--- src/rtl/mux2_arbiter.sv ---
`timescale 1ns/1ps
// Two-requester arbiter driving a shared 2:1 mux: grant one cycle after request, alternation on contention, forced rotation after MAX_HOLD cycles.
// f/f_valid are combinational from the registered select and live inputs; consumers cannot stall the grant.
module mux2_arbiter #(
  parameter int WIDTH    = 8,
  parameter int MAX_HOLD = 4
) (
  input  logic             clk,
  input  logic             reset_n,
  input  logic             req_a,
  input  logic             req_b,
  input  logic [WIDTH-1:0] a,
  input  logic [WIDTH-1:0] b,
  output logic             gnt_a,
  output logic             gnt_b,
  output logic             s,
  output logic [WIDTH-1:0] f,
  output logic             f_valid
);

  typedef enum logic [1:0] {IDLE, GA, GB} state_t;

  localparam logic [3:0] HOLD_LAST = 4'(MAX_HOLD - 1);

  state_t     state_q, state_d;
  logic       last_grant_q, last_grant_d;
  logic [3:0] hold_cnt_q, hold_cnt_d;
  logic       s_q, s_d;

  always_ff @(posedge clk or negedge reset_n) begin
    if (!reset_n) begin
      state_q      <= IDLE;
      last_grant_q <= 1'b1;
      hold_cnt_q   <= 4'd0;
      s_q          <= 1'b0;
    end else begin
      state_q      <= state_d;
      last_grant_q <= last_grant_d;
      hold_cnt_q   <= hold_cnt_d;
      s_q          <= s_d;
    end
  end

  always_comb begin
    state_d = state_q;
    case (state_q)
      IDLE: begin
        if (req_a && req_b) state_d = last_grant_q ? GA : GB;
        else if (req_a)     state_d = GA;
        else if (req_b)     state_d = GB;
      end
      GA: begin
        if (!req_a)                                 state_d = req_b ? GB : IDLE;
        else if (req_b && hold_cnt_q == HOLD_LAST)  state_d = GB;
      end
      GB: begin
        if (!req_b)                                 state_d = req_a ? GA : IDLE;
        else if (req_a && hold_cnt_q == HOLD_LAST)  state_d = GA;
      end
      default: state_d = IDLE;
    endcase
  end

  // Counter only runs while an owner keeps the mux; any transition restarts it.
  always_comb begin
    hold_cnt_d   = 4'd0;
    last_grant_d = last_grant_q;
    s_d          = s_q;
    if (state_d == state_q && state_q != IDLE) begin
      hold_cnt_d = (hold_cnt_q == HOLD_LAST) ? hold_cnt_q : hold_cnt_q + 4'd1;
    end
    if (state_d != state_q) begin
      if (state_d == GA) begin
        last_grant_d = 1'b0;
        s_d          = 1'b0;
      end else if (state_d == GB) begin
        last_grant_d = 1'b1;
        s_d          = 1'b1;
      end
    end
  end

  assign gnt_a   = (state_q == GA);
  assign gnt_b   = (state_q == GB);
  assign s       = s_q;
  assign f       = s_q ? b : a;
  assign f_valid = (gnt_a & req_a) | (gnt_b & req_b);

endmodule
--- config.mk ---
export PLATFORM = sky130hd
export DESIGN_NAME = mux2_arbiter
export DESIGN_NICKNAME = d
export VERILOG_FILES = /design/src/rtl/mux2_arbiter.sv
export SDC_FILE = /design/constraint.sdc
export NUM_CORES = 1
export LEC_CHECK = 0
export ABC_AREA = 1
export BUFFER_PORTS_ARGS = -buffer_cell sky130_fd_sc_hd__buf_2
export CORE_MARGIN = 8
export CORE_UTILIZATION = 44
export CTS_CLUSTER_SIZE = 24
export DETAILED_ROUTE_END_ITERATION = 12
export MAX_ROUTING_LAYER = met4
export PLACE_DENSITY = 0.77
export SYNTH_ARGS = -nofsm -noshare
export SYNTH_HDL_FRONTEND = slang
export SYNTH_SLANG_ARGS = --single-unit
--- constraint.sdc ---
create_clock -name clk -period 2.3 [get_ports clk]
set_clock_uncertainty 0.15 [all_clocks]
set_input_delay 0.115 -clock clk [delete_from_list [all_inputs] [get_ports clk]]
set_output_delay 0.115 -clock clk [all_outputs]
set_load 0.01 [all_outputs]
==> results.md, run 1 <==
* Setup violations, final at 0
* Outcome: complete, no violations
* Remaining DRCs at 0
* Antenna cells at 0
* Synth area leaders: dfrtp_1 27%, mux2_2 16%, nand2_1 8.2%
* Min Tclk post-route at 1.83 ns
* Initial antenna violation count at 0
* Pwr Density at 1110 mW/mm^2
* NumNets Final at 140
* CTS tree: done
* Drt initial violations at 6
* Layout cells sized above 1 at 0.496
* Synth Warn # at 0
* Antenna Nets Post-Route at 0
* Fmax at 0.546 GHz
* Root buf cell: clkbuf_4
* Routed WL at 1500 um
* Critical path peak fanout at 5
* Least-Margin Pin Slew at 0.376 ns
* Final period util at 0.796
* Placer Congestion at 0.908
* Peak VDD IR at 0.518 mV
* Endpoint type of the worst setup path: flop
* Power Total at 0.938 mW
* Worst r2r path cells at 10
* Worst-path clk slew at 0.06 ns
* Endpoints failing hold at 0
* Most frequent cells in the layout: 31 x buf_2, 14 x nand2_1, 11 x inv_1, 11 x nor2_1, 9 x mux2_2
* Site row count at 14
* DRT Pass-1 Iters at 4
* Most common library cell in the layout ignoring fill and taps: buf_2
* Clock tree sinks at 8
* DP Wirelength at 1290 um
* Post-Syn Area at 644 um^2
* Largest net degree at the start of global routing at 11
* Die Y at 54.3 um
* Post-synth top area share at 0.272
* H-tree depth at 1
* Worst r2r src: hold_cnt_q[0]
* Routed vias/inst at 4.83
* Worst slew margin at 0.749
* Die X at 54.3 um
* Initial core utilization at 0.449
* Worst EP required at 2.29 ns
* Critical R2R Capture: s
* Kind of critical path: flop to flop
* Post-synthesis sequential element count at 8
* Netlist cell types at 17
* Cells after Synth at 82
* Die area at 0.00295 mm^2
* Wirelength per Cell at 11.3 um
* Fill cells at 132
* Clock Latency Late Sink at 0.25 ns
* Max Cap Viol at 0
* Syn Nets at 104
* Count of pins over their slew limit at 0
* Post-cts resize count at 0
* First-pass GRT wire length at 2530 um
* Number of global-route vias before repair at 671
* Worst setup SP type: flop
* Seq/Total Area, Yosys at 0.313
* Tot GR Track Use at 0.116
* CTS Buf Count at 3
* Io pins at 32
* Core Footprint at 0.00144 mm^2
* Setup_tns at 0 ns
* Mapped Avg Cell Area at 7.86 um^2
* Area grow syn2layout at 31.1%
* Hold Crit Class: primary input to async pin
* RSZ-0062 raised after global routing: false
* Worst path arrival time at 1.82 ns
* PortBufs at 31
* Leakage at 0.483 nW
* Via count at 643
* Total grt overflow at 0
* Longest Clk Path Bufs at 2
* # hold bufs at CTS at 1
* Yosys top cell by area: dfrtp_1
* Post-CTS repair timing setup buffer count at 0
* Reg2Reg Setup Slack at 0.47 ns
## synthesized netlist by cell type
cell,instances
mux2_2,9
nor2_4,1
dfrtp_1,7
nor2_1,11
nand3_2,3
buf_6,1
ha_1,2
o22ai_1,1
inv_2,3
xor2_1,2
o21ai_0,1
nand3_1,8
nand2_1,14
inv_1,11
nand2_2,6
dfstp_2,1
nand3b_2,1
## flip-flops by register name, summed over array words and instances (netlist names)
signal,cells
hold_cnt_q,4
last_grant_q,1
s,1
state_q,2
## per-stage QoR
| step | worst slack [ns] | hold WS [ns] | area [um^2] | cells | utilization |
|---|---|---|---|---|---|
| finish | 0.469 | 0.0918 | 845 | 133 | 0.588 |
| global route | 0.340 | 0.106 | 845 | 133 | 0.588 |
| CTS | 0.461 | 0.0832 | 845 | 133 | 0.588 |
| detailed placement | 0.468 | -0.182 | 808 | 128 | 0.563 |
| global placement | 0.525 | -0.186 | 808 | 128 | 0.563 |
| floorplan | 0.597 | -0.331 | 644 | 82 | - |
## critical path, cell delays in order (launching register included)
cell	delay (ns)
dfrtp_1	0.40
ha_1	0.27
nand3_1	0.12
nand3_1	0.09
nand3_1	0.11
inv_1	0.05
ha_1	0.26
inv_1	0.10
nand2_2	0.07
nand2_1	0.06
nand2_1	0.05
## where the power goes
group	internal (mW)	switching, mW
registers	0.194	0.0596
clock network	0.0664	0.0482
logic	0.253	0.317
total	0.513	0.424
## final cells by class
type	count	area [um^2]	share of cell area
clock buffer	4	26.3	0.0311
timing repair buffer	32	165	0.196
tap	16	20.0	0.0237
sequential	8	201	0.239
inverter	14	52.6	0.0622
multi-input combinational	59	379	0.449
## logic make-up after synthesis
group,count (synthesis),synth area share
compound gates,2,0.0175
fa+ha+maj,2,0.0388
simple gates,44,0.348
mux,9,0.157
xor+xnor,2,0.0272
flops,8,0.313
buf+inv,15,0.0990
## how the worst max path moves through the flow
stage | depth (start not counted) | slack (ns) | from | to
after CTS | 10 | 0.46 | hold_cnt_q[0] | s
after floorplan | 10 | 0.60 | hold_cnt_q[0] | s
after global placement | 10 | 0.53 | hold_cnt_q[0] | s
after detailed placement | 10 | 0.47 | hold_cnt_q[0] | s
final | 10 | 0.47 | hold_cnt_q[0] | s
after global routing | 11 | 0.34 | hold_cnt_q[0] | s
## per-layer routing
layer / up-vias / part of all wire / global-route usage / routed length (um)
met1: 278 / 0.52 / 0.151 / 776
met2: 33 / 0.41 / 0.160 / 608
met4: 0 / 0.0033 / 0.0492 / 5
met5: - / 0 / - / 0
met3: 2 / 0.073 / 0.0380 / 109
li1: 330 / - / - / -
Note: power is estimated with default switching activity, not from simulation.
==> run 2, diff against run 1 <==
Settings changed: CORE_UTILIZATION 44 to 39, PLACE_DENSITY 0.77 to 0.73.
Clock period 2.3 ns to 1.5 ns, I/O delays scaled along.
==> run 2 against run 1 <==
Net effect:
- the flow now finishes with violations (negative setup slack)
- sequential share of layout area shrank 5.2 points
- wire length increased by 38%
- die area is 8.9% higher
- maximum frequency is 8.6% higher
- first-iteration DRC count rose by 17%
- worst hold slack got worse by 0.047 ns
==> results.md, run 2 (synthesized netlist as in run 1, its figures left out) <==
* Wirelength per Cell at 13.6 um (+20%)
* Clock tree sinks at 8 (unchanged)
* Power Total at 1.92 mW (+100%)
* Die Y at 56.6 um (+4.4%)
* Placer Congestion at 0.900 (-0.92%)
* Clock share of power at 0.090 (-0.032)
* Setup violations, final at 9 (+9)
* Worst setup SP type: flop
* Antenna Nets Post-Route at 0 (unchanged)
* DP Wirelength at 1530 um (+19%)
* First-pass GRT wire length at 3360 um (+33%)
* Comb pwr share at 0.703 (+0.095)
* Clock Latency Late Sink at 0.25 ns (about the same)
* Initial core utilization at 0.423 (-0.0258)
* Initial antenna violation count at 0 (unchanged)
* Fmax at 0.593 GHz (+8.6%)
* Failing checks: negative setup slack
* Setup_tns at -0.690 ns (-0.690 ns)
* Endpoints failing hold at 0 (unchanged)
* Least-Margin Pin Slew at 0.196 ns (-0.180 ns)
* Tot GR Track Use at 0.127 (+0.0105)
* Pre-CTS setup slack at -0.162 ns (-0.629 ns)
* Routed vias/inst at 4.78 (-1.2%)
* Total grt overflow at 0 (unchanged)
* Worst path arrival time at 1.67 ns (-0.15 ns)
* Worst-path clk slew at 0.06 ns (about the same)
* Top reg by flops: hold_cnt_q
* DRT Pass-1 Iters at 4 (unchanged)
* Drt initial violations at 7 (+1)
* Routed WL at 2070 um (+38%)
* Largest register FFs at 4 (unchanged)
* Io pins at 32 (unchanged)
* NumNets Final at 160 (+14%)
* Layout cells sized above 1 at 0.737 (+0.241)
* Critical path peak fanout at 4 (-1)
* PortBufs at 31 (unchanged)
* Leakage at 0.590 nW (+22%)
* Area grow syn2layout at 70.1%
* H-tree depth at 1 (unchanged)
* Longest Clk Path Bufs at 2 (unchanged)
* Hold Worst Slack at 0.0449 ns (-0.0469 ns)
* Via count at 731 (+14%)
* Hold Crit Class: primary input to async pin
* Final Worst Setup Slack at -0.185 ns (-0.654 ns)
* Most common library cell in the layout ignoring fill and taps: buf_2
* Core Footprint at 0.00152 mm^2 (+6.1%)
* Sequential share of power at 0.207 (-0.063)
* CTS Buf Count at 3 (unchanged)
* Final period util at 1.12 (+0.327)
* Outcome: complete, but fails checks
* Biggest regs: hold_cnt_q x4, state_q x2
* Die X at 56.6 um (+4.4%)
* Int Power at 1.07 mW (+110%)
* Cell Area, Placed at 933 um^2 (+15%)
* Peak VDD IR at 0.984 mV (+90%)
* Endpoint type of the worst setup path: flop
* Worst EP required at 1.48 ns (-0.81 ns)
* CTS tree: done
* Site row count at 14 (unchanged)
* Root buf cell: clkbuf_4
* Die area at 0.00321 mm^2 (+8.9%)
* Number of global-route vias before repair at 795 (+18%)
* RSZ-0062 raised after global routing: true
* Switch Pwr at 0.852 mW (+100%)
* Max Cap Viol at 0 (unchanged)
* Pwr Density at 1750 mW/mm^2 (+58%)
* Most frequent cells in the layout: 31 x buf_2, 19 x buf_4, 10 x nand2_1
* Min Tclk post-route at 1.69 ns (-0.146 ns)
* Remaining DRCs at 0 (unchanged)
* Switching Share at 0.444 (-0.00867)
* Worst slew margin at 0.869 (+0.120)
* Antenna cells at 0 (unchanged)
* Kind of critical path: flop to flop
* Largest net degree at the start of global routing at 11 (unchanged)
* Count of pins over their slew limit at 0 (unchanged)
* Fin area at 0.00110 mm^2 (+30%)
==> run 2: changes by cell type in the layout (fill, tap and decap cells not counted), moves of 2 or more <==
cell / previous run / this run
buf_4: 0 / 19
dfrtp_1: 7 / 5
dfrtp_2: 0 / 2
ha_1: 2 / 0
ha_4: 0 / 2
inv_1: 11 / 7
inv_2: 3 / 6
nand2_1: 14 / 10
nand2_2: 6 / 9
nand3_1: 8 / 5
nand3_2: 3 / 6
nor2_1: 11 / 4
nor2_2: 0 / 6
==> run 2: stage by stage <==
stage | instances | util
after floorplan | 82 | -
after global placement | 141 | 0.612
after detailed placement | 141 | 0.612
after CTS | 150 | 0.679
after global routing | 153 | 0.719
final | 153 | 0.719
==> run 2: worst paths after layout <==
| check | start | to | slack [ns] | cells after the start |
|---|---|---|---|---|
| worst max-delay path | state_q[1] | s | -0.19 | 11 |
| worst min-delay path | reset_n | hold_cnt_q[3] | 0.04 | 2 |
| worst max register to register | state_q[1] | s | -0.19 | 11 |
| worst min register to register | last_grant_q | last_grant_q | 0.31 | 2 |
| max in group asynchronous | reset_n | last_grant_q | 0.91 | 2 |
| min in group clk | req_a | state_q[0] | 0.16 | 5 |
==> run 2: critical path, stage by stage, from the launching register on <==
cell and delay (ns):
dfrtp_1 0.44, inv_2 0.11, nand2_4 0.06, nor2_1 0.16, nand2_2 0.09, nand3_2 0.08
inv_2 0.05, ha_4 0.23, inv_4 0.05, nand2_2 0.05, nand2_1 0.05, nand2_1 0.05
==> run 2: power groups by stage <==
stage	logic [mW]	registers (mW)	clock network (mW)
4_1_cts	1.19	0.395	0.182
3_3_place_gp	1.04	0.390	0
5_1_grt	1.49	0.403	0.198
3_5_place_dp	1.07	0.395	0
6_report	1.35	0.397	0.173
2_1_floorplan	0.756	0.359	0
==> run 2: layout make-up <==
type | count | area [um^2]
Clock buffer | 4 | 26.3
Fill cell | 123 | 428
Inverter | 14 | 55.1
Multi-Input combinational cell | 59 | 472
Sequential cell | 8 | 204
Tap cell | 16 | 20.0
Timing Repair Buffer | 52 | 319
==> run 2: per-layer routing <==
metal	wire length [um]	vias to the layer above	global-route usage
met4	41	0	0.0550
met5	0	-	-
met1	781	336	0.129
li1	-	371	-
met3	82	4	0.0270
met2	1170	20	0.227
==> run 2: timing repair <==
| item | in CTS | in global routing |
|---|---|---|
| buffers inserted | 4 | 4 |
| setup endpoints to repair | 14 | 10 |
| hold buffers | 1 | 0 |
| hold endpoints to repair | 8 | 0 |
| resized for setup | 10 | 14 |
| pin swaps | 10 | 5 |
==> run 3, diff against run 2 <==
Settings changed: SETUP_SLACK_MARGIN set to 0.15.
==> run 3 against run 2 <==
Net effect:
- the run still ends with negative setup slack left
- first-iteration DRC count increased to 2.7 times the previous value
- register-to-register slack got worse by 0.03 ns
- global-route usage increased by 1.7 points
- non-clock buffer count increased by 4
- clock power increased by 6%
- design area increased by 15%
- die area unchanged
- cell count increased by 2.6%
- wire length increased by 31%
- highest routed layer unchanged
- combinational power increased by 33%
- total power increased by 24%
==> results.md, run 3 (synthesized netlist as in run 1, its figures left out) <==
* Outcome: complete, but fails checks
* Failing checks: negative setup slack
* Initial antenna violation count at 0 (unchanged)
* Io pins at 32 (unchanged)
* Worst setup SP type: flop
* Worst EP required at 1.49 ns (about the same)
* DP Wirelength at 1530 um (unchanged)
* CTS tree: done
* Placed cells at 141 (unchanged)
* Crit path from: state_q[1]
* Largest register FFs at 4 (unchanged)
* Kind of critical path: flop to flop
* Clock tree sinks at 8 (unchanged)
* Die area at 0.00321 mm^2 (unchanged)
* Worst-path clk slew at 0.06 ns (about the same)
* Endpoint type of the worst setup path: flop
* Worst path arrival time at 1.71 ns (+0.04 ns)
* Antenna cells at 0 (unchanged)
* RSZ-0062 raised after global routing: true
* Total grt overflow at 0 (unchanged)
* Site row count at 14 (unchanged)
* Worst r2r src: state_q[1]
* Count of pins over their slew limit at 0 (unchanged)
* Final period util at 1.14 (+0.0194)
* Critical path peak fanout at 4 (unchanged)
* Endpoints failing hold at 0 (unchanged)
* Die X at 56.6 um (unchanged)
* Pwr Density at 1880 mW/mm^2 (+7.7%)
* Routed vias/inst at 4.94 (+3.5%)
* Wirelength per Cell at 17.3 um (+28%)
* Max Cap Viol at 0 (unchanged)
* Fill cells at 95 (-23%)
* Layout cells sized above 1 at 0.794 (+0.0571)
* Area grow syn2layout at 95.5%
* Largest net degree at the start of global routing at 9 (-2)
* PortBufs at 31 (unchanged)
* Worst r2r path cells at 12 (+1)
* Tot GR Track Use at 0.144 (+0.0169)
* Peak VDD IR at 1.20 mV (+22%)
* Most frequent cells in the layout: 23 x buf_2, 20 x buf_4, 12 x nand2_2, 12 x buf_6, 8 x mux2_4
* Min Tclk post-route at 1.71 ns (+0.0291 ns)
* Routed WL at 2720 um (+31%)
* Worst slew margin at 0.824 (-0.0454)
* Least-Margin Pin Slew at 0.263 ns (+0.0671 ns)
* Hold Crit Class: primary input to async pin
* NumNets Final at 164 (+2.5%)
* Most common library cell in the layout ignoring fill and taps: buf_2
* Longest Clk Path Bufs at 2 (unchanged)
* Non-Filler Instances at 157 (+2.6%)
* Biggest regs: hold_cnt_q x4, state_q x2
* Power Total at 2.37 mW (+24%)
* Clock Latency Late Sink at 0.25 ns (about the same)
* Hold Worst Slack at 0.0523 ns (+0.00740 ns)
* Top reg by flops: hold_cnt_q
* Final Worst Setup Slack at -0.214 ns (-0.0291 ns)
* DRT Pass-1 Iters at 4 (unchanged)
* First-pass GRT wire length at 3720 um (+11%)
* Drt initial violations at 19 (+12)
* Cell Area, Placed at 933 um^2 (unchanged)
* Core Footprint at 0.00152 mm^2 (unchanged)
* Fin area at 0.00126 mm^2 (+15%)
* Setup violations, final at 8 (-1)
* Root buf cell: clkbuf_4
* Leakage at 0.672 nW (+14%)
* CTS Buf Count at 3 (unchanged)
* Die Y at 56.6 um (unchanged)
* Placer Congestion at 0.900 (unchanged)
* Antenna Nets Post-Route at 0 (unchanged)
* Number of global-route vias before repair at 839 (+5.5%)
* H-tree depth at 1 (unchanged)
* Critical R2R Capture: hold_cnt_q[3]
* Setup_tns at -1.39 ns (-0.704 ns)
* Sequential Area at 204 um^2 (unchanged)
* Initial core utilization at 0.423 (unchanged)
* Reg2Reg Setup Slack at -0.21 ns (-0.03 ns)
* Multi-input logic area at 544 um^2 (+15%)
* Via count at 776 (+6.2%)
* Remaining DRCs at 0 (unchanged)
* Fmax at 0.583 GHz (-1.7%)
[run 3: worst max-delay path by stage]
stage                     cells after the start             to  slack [ns]
after floorplan                              11              s       -0.09
after global placement                       12              s       -0.10
after detailed placement                     11              s       -0.16
after CTS                                    11              s       -0.13
after global routing                         13              s       -0.28
final                                        12  hold_cnt_q[3]       -0.21
[run 3: through the flow]
step            util  setup WS (ns)
2_1_floorplan      -        -0.0872
3_3_place_gp   0.612         -0.102
3_5_place_dp   0.612         -0.162
4_1_cts        0.746         -0.132
5_1_grt        0.827         -0.285
6_report       0.827         -0.214
[run 3: critical path: stages (launching register included)]
cell      delay, ns
dfrtp_1        0.44
inv_2          0.12
nand2_4        0.08
nor2_4         0.13
nand2_4        0.06
nand2_2        0.06
inv_2          0.05
buf_6          0.10
nand3_2        0.05
nand2_2        0.07
buf_4          0.14
nand3b_4       0.10
nor2_1         0.05
[run 3: final cells by class]
class                           instances  area share
Multi-Input combinational cell         59       0.432
Timing Repair Buffer                   56       0.326
Tap cell                               16      0.0159
Sequential cell                         8       0.162
Clock buffer                            4      0.0209
Inverter                               14      0.0437
[run 3: timing repair]
item,CTS,global route
buffers inserted,7,4
hold buffers,1,0
gates resized for setup,27,27
endpoints found under the setup margin,15,16
hold endpoints to repair,8,0
pin swaps,10,14
[run 3: per-layer routing]
layer / global-route usage / vias up / share of wire
met5: - / - / 0
met1: 0.132 / 363 / 0.35
li1: - / 379 / -
met2: 0.277 / 28 / 0.59
met3: 0.0360 / 6 / 0.039
met4: 0.0481 / 0 / 0.019
[run 3: power by group]
part / internal, mW / switching, mW / leakage [nW]
combinational: 0.917 / 0.880 / 0.557
clock: 0.102 / 0.0812 / 0.0150
sequential: 0.304 / 0.0894 / 0.100
